[config.mk]
export PLATFORM = sky130hd
export DESIGN_NAME = prach_ditfft3_bf2
export DESIGN_NICKNAME = d
export VERILOG_FILES = /design/src/rtl/prach_pkg.sv /design/src/rtl/prach_ditfft3_bf2_delay.sv /design/src/rtl/prach_ditfft3_bf2.sv
export SDC_FILE = /design/constraint.sdc
export NUM_CORES = 1
export LEC_CHECK = 0
export BUFFER_PORTS_ARGS = -buffer_cell sky130_fd_sc_hd__clkbuf_2
export CORE_MARGIN = 2
export CORE_UTILIZATION = 42
export CTS_BUF_LIST = sky130_fd_sc_hd__clkbuf_8
export DETAILED_ROUTE_END_ITERATION = 16
export SYNTH_ARGS = -nofsm -noshare
export SYNTH_HDL_FRONTEND = slang
export SYNTH_SLANG_ARGS = --single-unit
[constraint.sdc]
create_clock -name clk -period 9.65 [get_ports clk]
set_clock_uncertainty 0.1 [all_clocks]
set_input_delay 0.4825 -clock clk [delete_from_list [all_inputs] [get_ports clk]]
set_output_delay 0.4825 -clock clk [all_outputs]
set_load 0.02 [all_outputs]
[src/rtl/prach_pkg.sv]
// prach_pkg: shared sample type, twiddle constant and output rounding for the PRACH DFT stages.
// Output saturation is selected by PRACH_DITFFT3_BF2_SAT_EN (otherwise results wrap).
package prach_pkg;
    typedef logic signed [17:0] sample_t;
    typedef logic [1:0] idx_t;
    localparam sample_t SQRT3_2 = 18'sd113512;
    function automatic sample_t rnd_narrow(input logic signed [20:0] v);
        logic signed [20:0] t;
        t = (v + 21'sd2) >>> 2;
`ifdef PRACH_DITFFT3_BF2_SAT_EN
        return (t > 21'sd131071) ? 18'sd131071 : (t < -21'sd131072) ? -18'sd131072 : 18'(t);
`else
        return 18'(t);
`endif
    endfunction
endpackage

[src/rtl/prach_ditfft3_bf2_delay.sv]
// prach_ditfft3_bf2_delay: resettable fixed-length shift register for control alignment.
module prach_ditfft3_bf2_delay #(
    parameter int WIDTH = 2,
    parameter int DELAY = 4
) (
    input  logic             clk,
    input  logic             rst_n,
    input  logic [WIDTH-1:0] din,
    output logic [WIDTH-1:0] dout
);
    logic [WIDTH-1:0] sr [DELAY];
    always_ff @(posedge clk or negedge rst_n) begin
        if (!rst_n) begin
            sr <= '{default: '0};
        end else begin
            sr[0] <= din;
            for (int i = 1; i < DELAY; i++) sr[i] <= sr[i-1];
        end
    end
    assign dout = sr[DELAY-1];
endmodule

[src/rtl/prach_ditfft3_bf2.sv]
// prach_ditfft3_bf2: second radix-3 butterfly, turns the bf1 a/s/d triple into X0/X1/X2 (gain 1/2, 4-cycle latency).
// Define PRACH_DITFFT3_BF2_SAT_EN to saturate outputs instead of wrapping.
module prach_ditfft3_bf2
    import prach_pkg::*;
(
    input  logic                clk,
    input  logic                rst_n,
    input  logic signed [17:0]  din_dr,
    input  logic signed [17:0]  din_di,
    input  logic                din_dv,
    input  logic                sync_in,
    output logic signed [17:0]  dout_dr,
    output logic signed [17:0]  dout_di,
    output logic                dout_dv,
    output logic                sync_out
);
    idx_t cnt, idx;
    idx_t idx_d [3];
    sample_t a_re, a_im, s_re, s_im, d_re, d_im;
    sample_t ap_re, ap_im, sp_re, sp_im, m_re, m_im, mq_re, mq_im;
    logic signed [35:0] p_re, p_im;
    logic signed [20:0] h_re, h_im, v_re, v_im;

    assign idx = sync_in ? 2'd0 : cnt;

    always_ff @(posedge clk or negedge rst_n) begin
        if (!rst_n) begin
            cnt <= 2'd0;
            idx_d <= '{default: 2'd0};
        end else begin
            if (din_dv) cnt <= sync_in ? 2'd1 : (cnt == 2'd2) ? 2'd0 : cnt + 2'd1;
            idx_d[0] <= idx;
            idx_d[1] <= idx_d[0];
            idx_d[2] <= idx_d[1];
        end
    end

    // X0 needs only a and s; X1/X2 use a snapshot taken once m is known so the next triple can refill a/s/d
    always_ff @(posedge clk) begin
        if (din_dv && idx == 2'd0) begin a_re <= din_dr; a_im <= din_di; end
        if (din_dv && idx == 2'd1) begin s_re <= din_dr; s_im <= din_di; end
        if (din_dv && idx == 2'd2) begin d_re <= din_dr; d_im <= din_di; end
        if (idx_d[0] == 2'd2) begin
            mq_re <= m_re;
            mq_im <= m_im;
            ap_re <= a_re;
            ap_im <= a_im;
            sp_re <= s_re;
            sp_im <= s_im;
        end
    end

    always_comb begin
        p_re = d_re * SQRT3_2 + 36'sd65536;
        p_im = d_im * SQRT3_2 + 36'sd65536;
        m_re = 18'(p_re >>> 17);
        m_im = 18'(p_im >>> 17);
        h_re = (21'(ap_re) <<< 1) - 21'(sp_re);
        h_im = (21'(ap_im) <<< 1) - 21'(sp_im);
        v_re = (idx_d[2] == 2'd0) ? (21'(a_re) + 21'(s_re)) <<< 1 :
               (idx_d[2] == 2'd1) ? h_re - (21'(mq_im) <<< 1) : h_re + (21'(mq_im) <<< 1);
        v_im = (idx_d[2] == 2'd0) ? (21'(a_im) + 21'(s_im)) <<< 1 :
               (idx_d[2] == 2'd1) ? h_im + (21'(mq_re) <<< 1) : h_im - (21'(mq_re) <<< 1);
    end

    always_ff @(posedge clk or negedge rst_n) begin
        if (!rst_n) begin
            dout_dr <= '0;
            dout_di <= '0;
        end else begin
            dout_dr <= rnd_narrow(v_re);
            dout_di <= rnd_narrow(v_im);
        end
    end

    prach_ditfft3_bf2_delay #(.WIDTH(2), .DELAY(4)) u_dly (
        .clk  (clk),
        .rst_n(rst_n),
        .din  ({din_dv, sync_in}),
        .dout ({dout_dv, sync_out})
    );
endmodule

* Word level (Yosys, flattened, before mapping)
Cells that the tools add are included.
W data, S select, Z words.
** Operators by class
- $add $sub $neg :: 13
- Multiply operators :: 2
- Eq/ne operators :: 5
- Muxes and demuxes :: 7
- Reductions and logical operators :: 5
** Operator list (number)
- $mux W20 :: 4
- $add A35 B18 Y35 const B :: 2
- $mul A18 B15 Y32 const B :: 2
- $add A20 B19 Y20 :: 2
- $add A20 B3 Y20 const B :: 2
- $sub A19 B18 Y20 :: 2
- $sub A20 B19 Y20 :: 2
- $add A18 B18 Y19 :: 2
- $eq A2 B2 Y1 const B :: 3
- $mux W2 :: 3
- $eq A2 B1 Y1 const B :: 2
- $logic_not A2 Y1 :: 2
- $logic_and A1 B1 Y1 :: 3
- $add A2 B1 Y2 const B :: 1
** Storage, ports and cells
- Bits in registers :: 268

* Logic depth before layout (Yosys ltp)
- Word-level depth :: 5
- Mapped depth :: 26
- Mapped depth without buffers :: 25

* Hierarchy
A second synthesis with hierarchy kept.
** Second synthesis, totals
- Cells, all modules :: 2631
- Area total of the unflattened synthesis :: 27153.5 µm²
** Modules (own cells, without submodules)
- prach_ditfft3_bf2 :: instances 1, cells an instance 2621, area each 26938.3 µm²
- prach_ditfft3_bf2_delay :: instances 1, cells an instance 10, area each 215.2 µm²

* Worst setup path before layout
OpenSTA, ideal clock, no wires.
- Path type :: register to register
- Start :: register d_im[5]
- End :: register mq_im[17], data pin
- Setup time :: 0.263 ns
- Data arrival time :: 6.522 ns
- Path slack :: 2.765 ns
- Stages on the path, launching flop included :: 26
- Clock period less this slack :: 6.885 ns
- Path through :: edfxtp_1 ha_1 inv_1 fa_1 fa_1 fa_1 inv_1 fa_1 inv_1 fa_1 inv_1 ha_1 and4_4 a32oi_2 nand3_1 a21o_1 a21oi_1 xnor2_1 ha_1 nand2_1 or4b_4 or3_4 nor2_4 a31o_2 o221ai_2 xor2_1
** On the way
- Word-level cells in the longest chain between the ends :: 2
** RTL lines
- start: declaration :: RTL line prach_ditfft3_bf2.sv:19 : sample_t a_re, a_im, s_re, s_im, d_re, d_im;
- start signal: assignment :: RTL line prach_ditfft3_bf2.sv:42 : if (din_dv && idx == 2'd2) begin d_re <= din_dr; d_im <= din_di; end
- $mul A18 B15 Y32 :: RTL line prach_ditfft3_bf2.sv:55 : p_im = d_im * SQRT3_2 + 36'sd65536;
- $add A35 B18 Y35 :: RTL line prach_ditfft3_bf2.sv:55
- named net p_im[34] :: RTL line prach_ditfft3_bf2.sv:21 : logic signed [35:0] p_re, p_im;
- end signal: assignment :: RTL line prach_ditfft3_bf2.sv:45 : mq_im <= m_im;
- end: declaration :: RTL line prach_ditfft3_bf2.sv:20 : sample_t ap_re, ap_im, sp_re, sp_im, m_re, m_im, mq_re, mq_im;
The timed path passes the listed nets, and every way through them passes these cells.
A chain may end at the register's enable or synchronous reset.

* Worst setup path after layout
- Start :: register d_im[17]
- End :: register mq_im[17], data pin
The elaborated chain is that of the path after synthesis.

==> metrics.md <==
| Metric | Value |
|---|---|
| Total placed instance area | `27900 µm²` |
| Seq/Total Area, Yosys | `0.295` |
| CTS tree | `yes` |
| Library cells used by synthesis | `78` |
| Initial antenna violation count | `5` |
| Number of synthesized flops with an enable pin | `216` |
| Largest net degree at the start of global routing | `56` |
| Worst path bufs/invs | `3` |
| Static Leak | `13.7 nW` |
| Max-slew violations | `0` |
| Core ar. | `61900 µm²` |
| Max clock buf depth | `3` |
| Number of global-route vias before repair | `18200` |
| Wire per inst | `17.1 µm` |
| Crit path max-delay family | `adder cells` |
| WL final | `60.5 mm` |
| Mapped Area | `26400 µm²` |
| Initial Util | `0.426` |
| Post-CTS Setup Repair Bufs | `0` |
| Ys Warns | `0` |
| Status | `finished, final reports clean` |
| PwrDens | `258 nW/µm²` |
| # clock sinks | `268` |
| Hold Path Class | `in2reg` |
| Primary FF master, synth | `edfxtp_1` |
| Via count | `18000` |
| Max incr delay on CP | `0.72 ns` |
| Setup tns final | `0 ns` |
| Worst reg2reg setup slack | `2.32 ns` |
| Final #Nets | `3302` |
| Root Buffer | `clkbuf_8` |
| MaxCap Viol Count | `0` |
| Placer Congestion | `0.886` |
| RSZ-0062 raised after global routing | `false` |
| Max-Slew Margin vs Limit | `0.416` |
| Flops & latches, synth | `268` |
| Critical-path cell list | `ha_1, inv_1, fa_1, fa_1, fa_1, fa_1, inv_1, fa_1, inv_1, ha_1, a21o_1, a21o_1, a2111o_1, a31o_2, and2_0, xor2_1, a2bb2oi_1, or3_4, nor2_4, a31o_2, o221ai_2, xor2_1` |
| F_max | `0.136 GHz` |
| Die W | `255 µm` |
| Die area | `64900 µm²` |
| Final setup fails | `0` |
| Setup CP Type | `reg2reg` |
| I/O Buffers | `77` |
| Mapped Cells | `2521` |
| Slowest-stage cell, CP | `edfxtp_1` |
| Fin area | `29100 µm²` |
| Global Route Usage Sum | `0.191` |
| Critical Path RT | `9.93 ns` |
| Starting DRC count in detailed routing | `1063` |
| Layout area overhead | `10.3%` |
| Commonest non-fill, non-tap cell in the layout | `inv_1` |
| VDD IR-drop max | `0.160 mV` |
| Top-Level Pins | `78` |
| Std-Cell Rows | `91` |
| First-pass GRT wire length | `96.0 mm` |
| Syn nets | `3159` |
| Crit. End Element | `flop` |
| Die Ht | `255 µm` |
| Post-CTS Resized | `0` |
| Fraction of registers with async set/reset | `0.194` |
| Setup crit start kind | `flop` |
| Share of cells above drive strength 1 | `0.0692` |
| CTS buffer count | `48` |
| Worst-skew pair later-pin latency | `0.63 ns` |
| Vias/cell | `5.07` |
| Hold Vio Cnt, Final | `0` |
| Worst Path Max Fanout | `13` |
| Hpwl dp | `50.2 mm` |
| First-pass iteration count of the detailed router | `5` |
| Fillers | `5857` |
| DRC errors left | `0` |
| Overflow after GRT | `0` |
| CP most frequent cell | `fa_1` |
| Most frequent cells in the layout | `inv_1, ha_1, fa_1` |
| Hold WS | `0.0512 ns` |
| Fin crit share | `0.760` |
| Syn_area_per_cell | `10.5 µm²` |
| Worst-Margin Slew | `0.876 ns` |
| Crit path DAT | `7.61 ns` |
| H-tree levels | `2` |
| Antenna Violating Nets Remaining | `0` |
| CTS clock-pin slew for the worst setup and hold paths | `0.07 ns` |
| Minimum clock period after layout | `7.33 ns` |
## synthesized netlist by cell type (20+ instances only)
cell type / n / area, µm²
nand3_1: 38 / 190
ha_1: 332 / 4150
a31oi_1: 26 / 163
nand2_1: 101 / 379
nor3_1: 54 / 270
xor2_1: 99 / 867
dfrtp_1: 52 / 1300
inv_1: 533 / 2000
o21ai_0: 84 / 420
xnor2_1: 141 / 1230
a21o_1: 50 / 375
clkbuf_1: 20 / 75.1
nor2b_1: 22 / 138
nor2_1: 124 / 465
a21oi_1: 97 / 485
fa_1: 266 / 5330
edfxtp_1: 216 / 6490
## layer usage
| layer | wire length [µm] | GRT usage |
|---|---|---|
| met3 | 3100 | 0.0294 |
| met1 | 27700 | 0.259 |
| met5 | 0 | 0 |
| met4 | 1750 | 0.0617 |
| met2 | 27900 | 0.314 |
## per-stage QoR
stage / power [mW] / setup WS (ns) / util / cells
floorplan: 5.35 / 2.77 / - / 2521
global route: 8.24 / 1.96 / 0.470 / 3542
global placement: 6.34 / 2.41 / 0.450 / 3422
finish: 7.52 / 2.32 / 0.470 / 3542
CTS: 7.58 / 2.31 / 0.470 / 3540
detailed placement: 6.44 / 2.28 / 0.450 / 3422
## cell families after synthesis
group                    synth area share
adder cells (fa/ha/maj)             0.360
buffers and inverters              0.0789
AND/OR/NAND/NOR                    0.0857
AO/OA/AOI/OAI                      0.0972
flip-flops                          0.295
XOR/XNOR                           0.0796
multiplexers                      0.00417
## repair_timing
item / in CTS / in global routing
endpoints found under the setup margin: 0 / 0
hold buffers: 28 / 1
hold endpoints to repair: 116 / 2
## power by group
part           total [mW]  switching, mW  internal (mW)
registers            1.68          0.116           1.56
logic                4.75           2.80           1.95
clock network        1.09          0.513          0.576
## path summary, 6_finish.rpt
path / start / to / cells past startpoint
min reg2reg: idx_d[3] / idx_d[1] / 0
max: d_im[17] / mq_im[17] / 22
max in group asynchronous: rst_n / cnt[0] / 3
min: din_di[15] / d_im[15] / 1
max reg2reg: d_im[17] / mq_im[17] / 22
min in group asynchronous: rst_n / dout_dr[15] / 3
## layout make-up
class,count,area [µm²],area share
clock inverters,36,239,0.00820
well taps,837,1050,0.0360
flip-flops and latches,268,7790,0.267
clock buffers,54,743,0.0255
inverters,533,2000,0.0687
diodes,1,2.50,0.0000859
repair buffers,115,743,0.0255
multi-input cells,1698,16600,0.569
## state kept, by name, summed over array words and instances (netlist names)
signal      cells
ap_re          18
s_re           18
mq_re          18
mq_im          18
ap_im          18
a_im           18
d_re           18
d_im           18
a_re           18
u_dly.sr        6
sp_im          18
idx_d           6
dout_di        18
u_dly.dout      2
s_im           18
dout_dr        18
sp_re          18
cnt             2
No activity file was read; power rests on OpenSTA's default activity.
